## src/rtl/t_reg_pkg.sv

```systemverilog
// Shared definitions for the T-register sequence controller: state encoding
// and default sizing.
package t_reg_pkg;

    localparam int unsigned DEPTH_DEFAULT  = 9;
    localparam int unsigned PASS_W_DEFAULT = 8;

    typedef enum logic [1:0] {
        IDLE  = 2'd0,
        SHIFT = 2'd1,
        FULL  = 2'd2,
        STORE = 2'd3
    } state_t;

endpackage

```

## src/rtl/beat_counter.sv

```systemverilog
// Counts words shifted into the T chain during a load; flags the beat
// that will complete the chain.
module beat_counter
    import t_reg_pkg::*;
#(
    parameter int unsigned DEPTH = DEPTH_DEFAULT,
    parameter int unsigned CNT_W = $clog2(DEPTH + 1)
) (
    input  logic             clk,
    input  logic             rstn,
    input  logic             clr,
    input  logic             inc,
    output logic [CNT_W-1:0] cnt,
    output logic             tc
);

    always_ff @(posedge clk or negedge rstn) begin
        if (!rstn) begin
            cnt <= '0;
        end else if (clr) begin
            cnt <= '0;
        end else if (inc) begin
            cnt <= cnt + CNT_W'(1);
        end
    end

    assign tc = (cnt == CNT_W'(DEPTH - 1));

endmodule

```

## src/rtl/t_reg_seq_ctrl.sv

```systemverilog
// Load/store sequencer for a chain of T registers: shifts DEPTH words in,
// then hands the chain to a consumer and issues one store per accepted pass.
module t_reg_seq_ctrl
    import t_reg_pkg::*;
#(
    parameter int unsigned DEPTH  = DEPTH_DEFAULT,
    parameter int unsigned PASS_W = PASS_W_DEFAULT
) (
    input  logic                       clk,
    input  logic                       rstn,
    input  logic                       start,
    input  logic                       abort,
    input  logic                       s_valid,
    output logic                       s_ready,
    output logic                       m_valid,
    input  logic                       m_ready,
    input  logic                       m_last,
    output logic                       t_en,
    output logic                       t_sel,
    output logic [$clog2(DEPTH+1)-1:0] beat_cnt,
    output logic [PASS_W-1:0]          pass_cnt,
    output logic                       busy,
    output logic                       done
);

    localparam int unsigned BEAT_W = $clog2(DEPTH + 1);

    state_t state;
    state_t state_nxt;
    logic   beat_tc;
    logic   beat_inc;
    logic   beat_clr;
    logic   load_go;

    assign load_go  = (state == IDLE) && start && !abort;
    assign beat_inc = (state == SHIFT) && s_valid && !abort;
    assign beat_clr = abort || load_go;

    beat_counter #(
        .DEPTH (DEPTH),
        .CNT_W (BEAT_W)
    ) u_beat_counter (
        .clk  (clk),
        .rstn (rstn),
        .clr  (beat_clr),
        .inc  (beat_inc),
        .cnt  (beat_cnt),
        .tc   (beat_tc)
    );

    always_ff @(posedge clk or negedge rstn) begin
        if (!rstn) begin
            state <= IDLE;
        end else begin
            state <= state_nxt;
        end
    end

    always_comb begin
        state_nxt = state;
        if (abort) begin
            state_nxt = IDLE;
        end else begin
            unique case (state)
                IDLE:    if (start) state_nxt = SHIFT;
                SHIFT:   if (s_valid && beat_tc) state_nxt = FULL;
                FULL:    if (m_ready) state_nxt = m_last ? IDLE : STORE;
                STORE:   state_nxt = FULL;
                default: state_nxt = IDLE;
            endcase
        end
    end

    // Handshake/status flags come only from the state register; t_en is the
    // one output allowed to follow s_valid and abort within the cycle.
    always_comb begin
        s_ready = 1'b0;
        m_valid = 1'b0;
        busy    = 1'b1;
        t_en    = 1'b0;
        t_sel   = 1'b0;
        unique case (state)
            IDLE: begin
                busy = 1'b0;
            end
            SHIFT: begin
                s_ready = 1'b1;
                t_en    = s_valid && !abort;
            end
            FULL: begin
                m_valid = 1'b1;
            end
            STORE: begin
                t_en  = !abort;
                t_sel = 1'b1;
            end
            default: begin
                busy = 1'b0;
            end
        endcase
    end

    always_ff @(posedge clk or negedge rstn) begin
        if (!rstn) begin
            pass_cnt <= '0;
        end else if (abort || load_go) begin
            pass_cnt <= '0;
        end else if (state == STORE) begin
            pass_cnt <= pass_cnt + PASS_W'(1);
        end
    end

    always_ff @(posedge clk or negedge rstn) begin
        if (!rstn) begin
            done <= 1'b0;
        end else begin
            done <= !abort && (state == FULL) && m_ready && m_last;
        end
    end

endmodule

```

## config.mk

```make
export PLATFORM = sky130hd
export DESIGN_NAME = t_reg_seq_ctrl
export DESIGN_NICKNAME = d
export VERILOG_FILES = /design/src/rtl/t_reg_pkg.sv /design/src/rtl/beat_counter.sv /design/src/rtl/t_reg_seq_ctrl.sv
export SDC_FILE = /design/constraint.sdc
export NUM_CORES = 1
export LEC_CHECK = 0
export BUFFER_PORTS_ARGS = -buffer_cell sky130_fd_sc_hd__buf_2
export CORE_AREA = 2 2 44 46
export CTS_CLUSTER_DIAMETER = 40
export DETAILED_ROUTE_END_ITERATION = 8
export DIE_AREA = 0 0 46 48
export GPL_ROUTABILITY_DRIVEN = 0
export PLACE_DENSITY_LB_ADDON = 0.2
export SYNTH_ARGS = -nofsm -noshare
export SYNTH_HDL_FRONTEND = slang
export SYNTH_SLANG_ARGS = --single-unit
```

## constraint.sdc

```tcl
create_clock -name clk -period 1.45 [get_ports clk]
set_input_delay 0.145 -clock clk [delete_from_list [all_inputs] [get_ports clk]]
set_output_delay 0.145 -clock clk [all_outputs]
set_load 0.005 [all_outputs]
```

==> Word-level counts from Yosys, hierarchy flattened <==
Cells that the tools add are included.
{ "totals": {"n_memories": 0, "in_bits": 7, "ram_bits": 0, "latch_bits": 0, "reg_bits": 15, "mem_bits_ro": 0} }
{ "classes": {"n_addsub": 2, "magnitude_cmp": 0, "shifts": 0, "n_reduce_logical": 15, "multipliers": 0, "bitwise_logic": 0, "div": 0, "muxes": 15, "eq_ne": 7} }
{ "ops": {"columns": ["operator", "count"], "rows": [
  ["8-bit two-way mux", 2],
  ["2-bit two-way mux", 5],
  ["1-bit logical AND", 9],
  ["8-bit by 1-bit adder with 8-bit output (second input constant)", 1],
  ["4-bit two-way mux", 2],
  ["2-bit case mux with 4 select lines", 1],
  ["3-bit != test (second input constant)", 2],
  ["4-bit by 1-bit adder with 4-bit output (second input constant)", 1],
  ["2-bit equality test (second input constant)", 2],
  ["4-bit equality test (second input constant)", 1],
  ["1-bit two-way mux", 4],
  ["2-bit nonzero test", 2],
  ["3-bit by 2-bit != test with 1-bit output (second input constant)", 1],
  ["3-bit AND reduction", 1],
  ["2-bit by 1-bit equality test with 1-bit output (second input constant)", 1],
  ["2-bit zero test", 1],
  ["1-bit case mux with 2 select lines", 1],
  ["1-bit zero test", 1],
  ["1-bit logical OR", 1]
]} }

==> Depth between registers and ports, before layout <==
Gate-level depths: netlist of run 1.
{ "depth": {"ltp_word": 5, "mapped_depth": 5, "ltp_nobuf": 5} }

==> Modules after synthesis <==
A second synthesis of run 1 with hierarchy kept.
{ "unflattened": {"cells_unflattened": 85, "area_unflattened_um2": 800.8} }
{ "by_module_without_submodules": {"columns": ["mod", "area_per_inst_um2", "instances", "cells_per_inst"], "rows": [
  ["t_reg_seq_ctrl", 580.6, 1, 64],
  ["beat_counter", 220.2, 1, 21]
]} }

==> Worst setup path after synthesis of run 1 <==
OpenSTA, ideal clock, no wires.
{ "synth_path": {"path_type": "register to register", "start": "register state[1]", "end": "register pass_cnt[7]", "t_arrival_ps": 1192, "stages_incl_launch_ff": 6, "slack_ps": 129, "synth_period_minus_slack_ps": 1321, "path_buffers": 2, "cell_sequence": "dfrtp_1 buf_4 or3b_1 nand2b_1 buf_4 a21oi_1"} }
{ "synth_via": {"elab_chain_cells": 5, "elab_cells_between_ends": 7, "cone_classes": "1 x eq/ne; 1 x mux; 5 x reduce/logical"} }
{ "synth_rtl": {"columns": ["element", "line", "text"], "rows": [
  ["start: declaration", "t_reg_seq_ctrl.sv:28", "state_t state;"],
  ["start signal: assignment", "t_reg_seq_ctrl.sv:55", "state <= state_nxt;"],
  ["2-bit zero test", "t_reg_seq_ctrl.sv:35", "assign load_go = (state == IDLE) && start && !abort;"],
  ["1-bit logical AND (2 in series)", "t_reg_seq_ctrl.sv:35", null],
  ["1-bit logical OR", "t_reg_seq_ctrl.sv:106", "end else if (abort || load_go) begin"],
  ["8-bit two-way mux / 2-bit nonzero test (equally long branches)", null, null],
  ["end signal: assignment", "t_reg_seq_ctrl.sv:109", "pass_cnt <= pass_cnt + PASS_W'(1);"],
  ["end: declaration", "t_reg_seq_ctrl.sv:21", "output logic [PASS_W-1:0] pass_cnt,"]
]} }
Several ways; a longest one is shown, not always the timed one.
A chain may end at the register's enable or synchronous reset.

==> Worst setup path in the final report of run 1 <==
{ "layout_path": {"start": "register state[1]", "end": "output port busy"} }
{ "layout_via": {"elab_chain_cells": 2} }
{ "layout_rtl": {"columns": ["element", "line", "text"], "rows": [
  ["2-bit zero test", "t_reg_seq_ctrl.sv:82", "unique case (state)"],
  ["1-bit two-way mux", "t_reg_seq_ctrl.sv:82", null],
  ["end: declaration", "t_reg_seq_ctrl.sv:22", "output logic busy,"]
]} }
Every way passes these cells.

==> results.tsv, run 1 <==
stage	metric	value	unit
outcome	status	finished, final reports clean	
yosys	most instantiated library cell after synthesis	dfrtp_1	
die	Chip Height	48	µm
yosys	Mapped Nets	97	
timing	Fin. Hold Viols	0	
timing	skew final	0.806	ps
grt	first-pass GRT wire length	2740	µm
pwr	Peak VDD IR	0.465	mV
pwr	leakage	0.485	nW
setup_path	crit-path max FO	11	
yosys	ranking of synthesized cells by area	dfrtp_1, a21oi_1, ha_1	
place	IO buf count	24	
setup_path	CP arrival	1210	ps
setup_path	Critical Path RT	1310	ps
routing	Pre-antenna DRT Iters	4	
final_layout	fill count	153	
clock_tree	TritonCTS Buffers	3	
routing	Routed WL	1800	µm
yosys	Seq/Total Area, Yosys	0.463	
yosys	asr flop ratio synth	1.00	
timing	Setup Total Neg Slack	0	ps
routing	1st-iter DRT viols	9	
clock_tree	CTS Sinks	15	
timing	Setup violations, final	0	
clock_tree	CTS Root Cell	clkbuf_4	
yosys	synth warn	0	
clock_tree	CTS tree	done	
timing	Pins Over Slew Limit	0	
routing	DR DRC count	0	
flow_run	Max Cap Violations	0	
yosys	Yosys top cell by area	dfrtp_1	
setup_path	R2R cell count	4	
final_layout	diode count	0	
grt	vias in the first global route	613	
final_layout	P&R area growth vs syn	23.9	%
clock_tree	# H-tree levels	1	
grt	initial antenna violation count	0	
setup_path	critical path class	reg -> out	
die	# rows	15	
routing	Vias	741	
clock_tree	CTS Buffer Depth	2	
yosys	mean cell area of the mapped netlist	9.32	µm²
yosys	Yosys reg bits	15	
clock_tree	CTS clk-pin slew, worst paths	90	ps
min_path	Worst Hold Class	in -> reg	
timing	Fmax	737	MHz
yosys	Netlist cell types	28	
clock_tree	Post-CTS Setup Bufs	0	
setup_path	Critical Path Sink Type	output pin	
timing	min cycle time layout	1360	ps
die	Die Wd	46	µm
die	Top-Level Pins	25	
yosys	top-area cell type share of the netlist area	0.463	
grt	largest net degree at the start of global routing	16	
yosys	Top FF cell, synth	dfrtp_1	
yosys	number of synthesized flops with an enable pin	0	
grt	Remaining Overflow, GRT	0	
timing	RSZ-0062 raised after global routing	false	
yosys	Mapped Cells	87	
timing	worst hold slack	93.4	ps
routing	antenna viol nets, final	0	
place	Post-DP HPWL	1270	µm
die	Starting Density	0.480	
final_layout	fin nets	127	
pwr	pwr dens	738	mW/mm²
timing	Rel. slew slack	0.746	
final_layout	share of cells above drive strength 1	0.310	
setup_path	crit path launch type	flip-flop	
yosys	cell area after synthesis	811	µm²
min_path	hold path cells	2	
timing	actual slew at the worst max-slew pin	376	ps
clock_tree	Clock Latency Late Sink	290	ps
routing	WL per Instance	13.5	µm
die	full die area	0.00221	mm²
timing	Final period util	0.936	
die	core box area	0.00169	mm²
grt	total track usage	0.181	
yosys	commonest cells in the netlist	dfrtp_1, a21oi_1, nand2_1, inv_1, o21ai_0	
routing	Via density	5.57	
-- cells by family after synthesis --
family	count (synthesis)	synth area share
xor gates and xnor gates	2	0.0216
AOI/OAI and AO/OA	20	0.131
buffers and inverters	9	0.0602
adders and majority gates	3	0.0463
and+or+nand+nor	38	0.278
DFF	15	0.463
-- worst max-delay path, stage by stage, from the launching register on --
cell     delay, ps
dfrtp_2        490
or2_2          310
buf_2          130
-- flip-flops by register name, indices dropped and copies added (netlist names) --
register and cells:
state 2, pass_cnt 8, u_beat_counter.cnt 4, done 1
-- layout by cell type (no fill, tap or decap), types with 2 or more instances in the layout --
cell type,netlist,layout
a21oi_1,11,11
buf_2,0,24
buf_4,2,2
clkbuf_4,0,3
dfrtp_1,15,13
dfrtp_2,0,2
ha_1,3,3
inv_1,6,6
nand2_1,9,9
nand3_1,4,3
nand4_1,2,2
nor2_1,3,3
nor2b_1,2,2
o21ai_0,6,6
o31ai_1,2,2
or2_2,2,2
or3_1,5,5
or4_1,2,2
-- metrics by stage --
step                      utilization  std cells  total power [W]  cell area, µm²  setup WS (ps)
after CTS                       0.590        133         0.000746             997           18.8
final                           0.595        133         0.000741            1000           93.4
after global routing            0.595        133         0.000777            1000           18.7
after floorplan                     -         87         0.000467             811            129
after global placement          0.569        128         0.000500             961           96.9
after detailed placement        0.569        128         0.000501             961           53.0
-- layout make-up --
class                           instances  area (µm²)  area share
Multi-Input combinational cell         63         392       0.390
Sequential cell                        15         378       0.376
Timing Repair Buffer                   28         165       0.164
Clock buffer                            4        26.3      0.0262
Inverter                                6        22.5      0.0224
Tap cell                               17        21.3      0.0212
-- power breakdown --
group | internal [W] | total, W | switching, W
logic | 0.0000308 | 0.0000670 | 0.0000363
registers | 0.000421 | 0.000429 | 0.00000741
clock network | 0.000107 | 0.000245 | 0.000138
-- path summary, 6_finish.rpt --
kind	startpoint	end	slack, ps
min reg2reg	pass_cnt[7]	pass_cnt[7]	570
max reg2reg	state[1]	pass_cnt[7]	110
max in group asynchronous	rstn	state[0]	910
min	abort	state[1]	90
min in group asynchronous	rstn	u_beat_counter.cnt[2]	280
max	state[1]	busy	90
-- layer usage --
layer,share of wire,track usage,vias to the layer above
li1,-,-,369
met1,0.49,0.261,347
met2,0.43,0.250,20
met3,0.052,0.0377,5
met4,0.025,0.103,0
met5,0,0,-
-- timing repair --
| item | in CTS | in global routing |
|---|---|---|
| hold buffers | 1 | 0 |
| endpoints found under the setup margin | 0 | 6 |
| resized for setup | 0 | 3 |
| hold endpoints to repair | 15 | 0 |
No activity file was read; power rests on OpenSTA's default activity.
==> run 2, diff against run 1 <==
--- a/config.mk
+++ b/config.mk
@@ -6,12 +6,13 @@
 export NUM_CORES = 1
 export LEC_CHECK = 0
 export BUFFER_PORTS_ARGS = -buffer_cell sky130_fd_sc_hd__buf_2
-export CORE_AREA = 2 2 44 46
+export CORE_AREA = 2 2 49 51
 export CTS_CLUSTER_DIAMETER = 40
 export DETAILED_ROUTE_END_ITERATION = 8
-export DIE_AREA = 0 0 46 48
+export DIE_AREA = 0 0 51 53
 export GPL_ROUTABILITY_DRIVEN = 0
 export PLACE_DENSITY_LB_ADDON = 0.2
+export SETUP_SLACK_MARGIN = 0.1
 export SYNTH_ARGS = -nofsm -noshare
 export SYNTH_HDL_FRONTEND = slang
 export SYNTH_SLANG_ARGS = --single-unit
==> results.tsv, run 2 (synthesis gave the netlist of run 1 again) <==
stage	metric	value	unit
grt	total track usage	0.149	
place	pre-CTS WS	66.2	ps
pwr	Internal	0.000582	W
timing	Final period util	0.943	
place	IO buf count	24	
timing	actual slew at the worst max-slew pin	348	ps
routing	Pre-antenna DRT Iters	4	
setup_path	crit-path cells	buf_6 > or3b_4 > nand2b_4 > clkbuf_16 > a21oi_1	
pwr	Peak VDD IR	0.428	mV
final_layout	max reg flops	8	
die	Chip Height	53	µm
grt	largest net degree at the start of global routing	16	
routing	antenna viol nets, final	0	
setup_path	crit-path max cell delay	450	ps
clock_tree	CTS Sinks	15	
pwr	Net Sw Power	0.000193	W
setup_path	crit path launch type	flip-flop	
routing	DR DRC count	0	
die	full die area	0.00270	mm²
grt	Remaining Overflow, GRT	0	
clock_tree	# H-tree levels	1	
outcome	status	finished, final reports clean	
timing	RSZ-0062 raised after global routing	true	
final_layout	FF/Latch Area	378	µm²
routing	Vias	752	
die	Die Wd	51	µm
timing	Setup Total Neg Slack	0	ps
final_layout	share of cells above drive strength 1	0.484	
final_layout	fill count	200	
timing	setup slack after layout	83.3	ps
timing	min cycle time layout	1370	ps
timing	Fmax	732	MHz
setup_path	CP arrival	1540	ps
flow_run	Max Cap Violations	0	
grt	initial antenna violation count	0	
pwr	sequential group share of total power	0.547	
routing	1st-iter DRT viols	10	
final_layout	fin nets	137	
clock_tree	CTS clk-pin slew, worst paths	100	ps
routing	Via density	4.88	
pwr	leakage	0.560	nW
setup_path	critical path class	reg -> reg	
timing	Setup violations, final	0	
pwr	Clk pwr share	0.308	
die	Starting Density	0.377	
final_layout	top flop regs	pass_cnt (8), u_beat_counter.cnt (4), state (2)	
setup_path	R2R cell count	5	
final_layout	area of the multi-input gates	455	µm²
setup_path	Critical Path Sink Type	flip-flop	
place	DP Area	982	µm²
timing	worst hold slack	101	ps
final_layout	commonest non-fill, non-tap cell in the layout	buf_2	
clock_tree	CTS Root Cell	clkbuf_4	
place	Post-DP HPWL	1260	µm
routing	Routed WL	1970	µm
min_path	hold path cells	2	
final_layout	Finished Cell Area	0.00120	mm²
setup_path	Critical Path RT	1620	ps
min_path	Worst Hold Class	in -> reg	
die	core box area	0.00215	mm²
setup_path	crit-path max FO	6	
clock_tree	TritonCTS Buffers	3	
grt	vias in the first global route	663	
clock_tree	CTS Buffer Depth	2	
routing	WL per Instance	12.8	µm
setup_path	Crit-path slowest cell	dfrtp_2	
timing	Fin. Hold Viols	0	
die	Top-Level Pins	25	
timing	Pins Over Slew Limit	0	
grt	first-pass GRT wire length	2840	µm
final_layout	diode count	0	
final_layout	Biggest register	pass_cnt	
clock_tree	Clock Latency Late Sink	290	ps
pwr	pwr dens	647	mW/mm²
final_layout	P&R area growth vs syn	47.7	%
pwr	combinational power share	0.145	
final_layout	most frequent cells in the layout	buf_2, dfrtp_1, nand2_1	
die	# rows	17	
timing	skew final	9.59	ps
clock_tree	CTS tree	done	
timing	Rel. slew slack	0.768	
pwr	sw frac	0.249	
run 2: power groups by stage:
stage | clock network (W) | registers (W) | logic [W]
after floorplan | 0 | 0.000431 | 0.0000353
after global placement | 0 | 0.000436 | 0.0000658
after detailed placement | 0 | 0.000437 | 0.0000651
after CTS | 0.000245 | 0.000430 | 0.0000707
after global routing | 0.000280 | 0.000424 | 0.000121
final | 0.000239 | 0.000424 | 0.000112
run 2: path summary, 6_finish.rpt:
path,start,to,slack [ps]
setup / recovery,state[1],u_beat_counter.cnt[1],80
hold / removal,abort,state[1],100
setup reg to reg,state[1],u_beat_counter.cnt[1],80
hold reg to reg,pass_cnt[7],pass_cnt[7],570
max in group asynchronous,rstn,state[0],880
min in group asynchronous,rstn,done,280
run 2: final cells by class:
class                           count  area share
Multi-Input combinational cell     63       0.380
Timing Repair Buffer               38       0.233
Sequential cell                    15       0.316
Inverter                            6      0.0188
Clock inverter                      1     0.00418
Tap cell                           28      0.0293
Clock buffer                        3      0.0188
run 2: through the flow:
step	cells	power (W)	util
floorplan	87	0.000467	-
global placement	140	0.000502	0.457
detailed placement	140	0.000502	0.457
CTS	147	0.000746	0.492
global route	154	0.000826	0.557
finish	154	0.000775	0.557
run 2: what timing repair did:
item                       4_1_cts  5_1_grt
hold endpoints to repair        15        0
buffers inserted                 2        6
pin swaps                        1        4
hold buffers                     1        0
gates resized for setup          4       23
gates cloned                     0        1
setup endpoints to repair        9       17
run 2: routing by layer:
metal,wire [µm],global-route usage
met5,0,0
met4,31,0.0946
met3,77,0.0339
met2,948,0.238
met1,910,0.182
run 2: worst max-delay path, delay by kind of cell, from the launching register on:
family	cells	cell delay, ps
AND/OR/NAND/NOR	2	490
buffers and inverters	2	270
flip-flops	1	450
AO/OA/AOI/OAI	1	40
==> run 3, diff against run 2 <==
--- a/config.mk
+++ b/config.mk
@@ -11,7 +11,9 @@
 export DETAILED_ROUTE_END_ITERATION = 8
 export DIE_AREA = 0 0 51 53
 export GPL_ROUTABILITY_DRIVEN = 0
+export GPL_TIMING_DRIVEN = 0
 export PLACE_DENSITY_LB_ADDON = 0.2
+export REMOVE_ABC_BUFFERS = 1
 export SETUP_SLACK_MARGIN = 0.1
 export SYNTH_ARGS = -nofsm -noshare
 export SYNTH_HDL_FRONTEND = slang
==> results.tsv, run 3 (synthesis gave the netlist of run 1 again) <==
stage	metric	value	unit
setup_path	critical path class	reg -> reg	
timing	Pins Over Slew Limit	0	
setup_path	crit-path max cell delay	430	ps
setup_path	CP arrival	1550	ps
timing	worst hold slack	128	ps
place	DP Area	940	µm²
setup_path	worst path bufs/invs	1	
final_layout	share of cells above drive strength 1	0.449	
final_layout	P&R area growth vs syn	45.2	%
timing	RSZ-0062 raised after global routing	true	
timing	min cycle time layout	1340	ps
place	IO buf count	24	
final_layout	max reg flops	8	
die	Starting Density	0.377	
routing	Routed WL	2040	µm
routing	Vias	769	
min_path	Worst Hold Class	in -> reg	
setup_path	Crit-path slowest cell	dfrtp_2	
final_layout	fin nets	138	
setup_path	crit-path max FO	5	
pwr	Design Power	0.000765	W
final_layout	fill count	221	
flow_run	Max Cap Violations	0	
grt	total track usage	0.130	
routing	1st-iter DRT viols	7	
clock_tree	Clock Latency Late Sink	280	ps
die	# rows	17	
final_layout	Biggest register	pass_cnt	
routing	antenna viol nets, final	0	
timing	Fmax	746	MHz
timing	actual slew at the worst max-slew pin	334	ps
die	Chip Height	53	µm
pwr	Peak VDD IR	0.610	mV
grt	Remaining Overflow, GRT	0	
grt	vias in the first global route	581	
place	Placed Cells	136	
outcome	status	finished, final reports clean	
pwr	leakage	0.558	nW
final_layout	Finished Cell Area	0.00118	mm²
final_layout	Non-Filler Instances	155	
timing	Setup violations, final	0	
final_layout	most frequent cells in the layout	buf_2, dfrtp_1, buf_4	
clock_tree	# H-tree levels	1	
timing	Final period util	0.924	
die	full die area	0.00270	mm²
setup_path	Critical Path Sink Type	flip-flop	
grt	largest net degree at the start of global routing	16	
setup_path	family with the most delay on the worst path	simple AND/OR/NAND/NOR gates	
clock_tree	CTS tree	done	
setup_path	crit path launch type	flip-flop	
timing	Rel. slew slack	0.778	
clock_tree	TritonCTS Buffers	3	
routing	Pre-antenna DRT Iters	4	
final_layout	diode count	0	
clock_tree	CTS Sinks	15	
timing	Fin. Hold Viols	0	
clock_tree	CTS clk-pin slew, worst paths	80	ps
final_layout	top flop regs	pass_cnt (8), u_beat_counter.cnt (4), state (2)	
routing	WL per Instance	13.2	µm
clock_tree	CTS Root Cell	clkbuf_4	
grt	initial antenna violation count	0	
routing	DR DRC count	0	
pwr	pwr dens	650	mW/mm²
setup_path	crit-path cells	buf_4 > nand4bb_4 > or3_1 > a21oi_2	
place	Post-DP HPWL	1230	µm
die	core box area	0.00215	mm²
setup_path	Critical Path RT	1660	ps
die	Top-Level Pins	25	
grt	first-pass GRT wire length	2590	µm
timing	skew final	1.81	ps
routing	Via density	4.96	
die	Die Wd	51	µm
clock_tree	CTS Buffer Depth	2	
final_layout	commonest non-fill, non-tap cell in the layout	buf_2	
run 3: changes by cell type in the layout (fill, tap and decap cells not counted), sizes merged:
cell / before / now
nand2b: 1 / 2
clkinv: 1 / 0
buf: 36 / 37
run 3: worst register-to-register path, stage by stage, from the launching register on:
cell and delay (ps):
dfrtp_2 430, buf_4 160, nand4bb_4 210, or3_1 340, a21oi_2 130
run 3: per-layer routing:
metal / global-route usage / part of all wire / vias to the layer above
li1: - / - / 387
met1: 0.167 / 0.43 / 362
met2: 0.214 / 0.52 / 20
met3: 0.0424 / 0.045 / 0
met4: 0.0270 / 0 / 0
met5: 0 / 0 / -
run 3: area by class of cell:
cell class | count | area, µm² | area share
flip-flops and latches | 15 | 378 | 0.321
multi-input cells | 64 | 462 | 0.392
well taps | 28 | 35.0 | 0.0298
clock buffers | 4 | 26.3 | 0.0223
inverters | 6 | 22.5 | 0.0191
repair buffers | 38 | 254 | 0.216
run 3: power by group:
part           internal, W  switching [W]
Combinational    0.0000561      0.0000523
Sequential        0.000421     0.00000343
Clock             0.000107       0.000125
run 3: worst paths after layout:
path / start / end / slack, ps / depth (start not counted)
min in group asynchronous: rstn / pass_cnt[0] / 290 / 2
max in group asynchronous: rstn / state[0] / 900 / 2
min reg2reg: u_beat_counter.cnt[0] / u_beat_counter.cnt[0] / 560 / 2
max: state[1] / u_beat_counter.cnt[3] / 110 / 4
min: m_last / done / 130 / 3
max reg2reg: state[1] / u_beat_counter.cnt[3] / 110 / 4
run 3: stage by stage:
| stage | TNS [ps] | setup WS [ps] | utilization |
|---|---|---|---|
| final | 0 | 110 | 0.548 |
| after global routing | 0 | 54.5 | 0.548 |
| after CTS | 0 | 92.6 | 0.470 |
| after detailed placement | -1490 | -142 | 0.437 |
| after global placement | -1030 | -103 | 0.437 |
| after floorplan | 0 | 123 | - |
run 3: repair_timing:
| item | CTS | global route |
|---|---|---|
| buffers inserted | 1 | 12 |
| pin swaps | 0 | 6 |
| hold buffers | 1 | 0 |
| setup endpoints to repair | 16 | 16 |
| endpoints found under the hold margin | 15 | 0 |
| gates cloned | 0 | 1 |
| resized for setup | 5 | 18 |
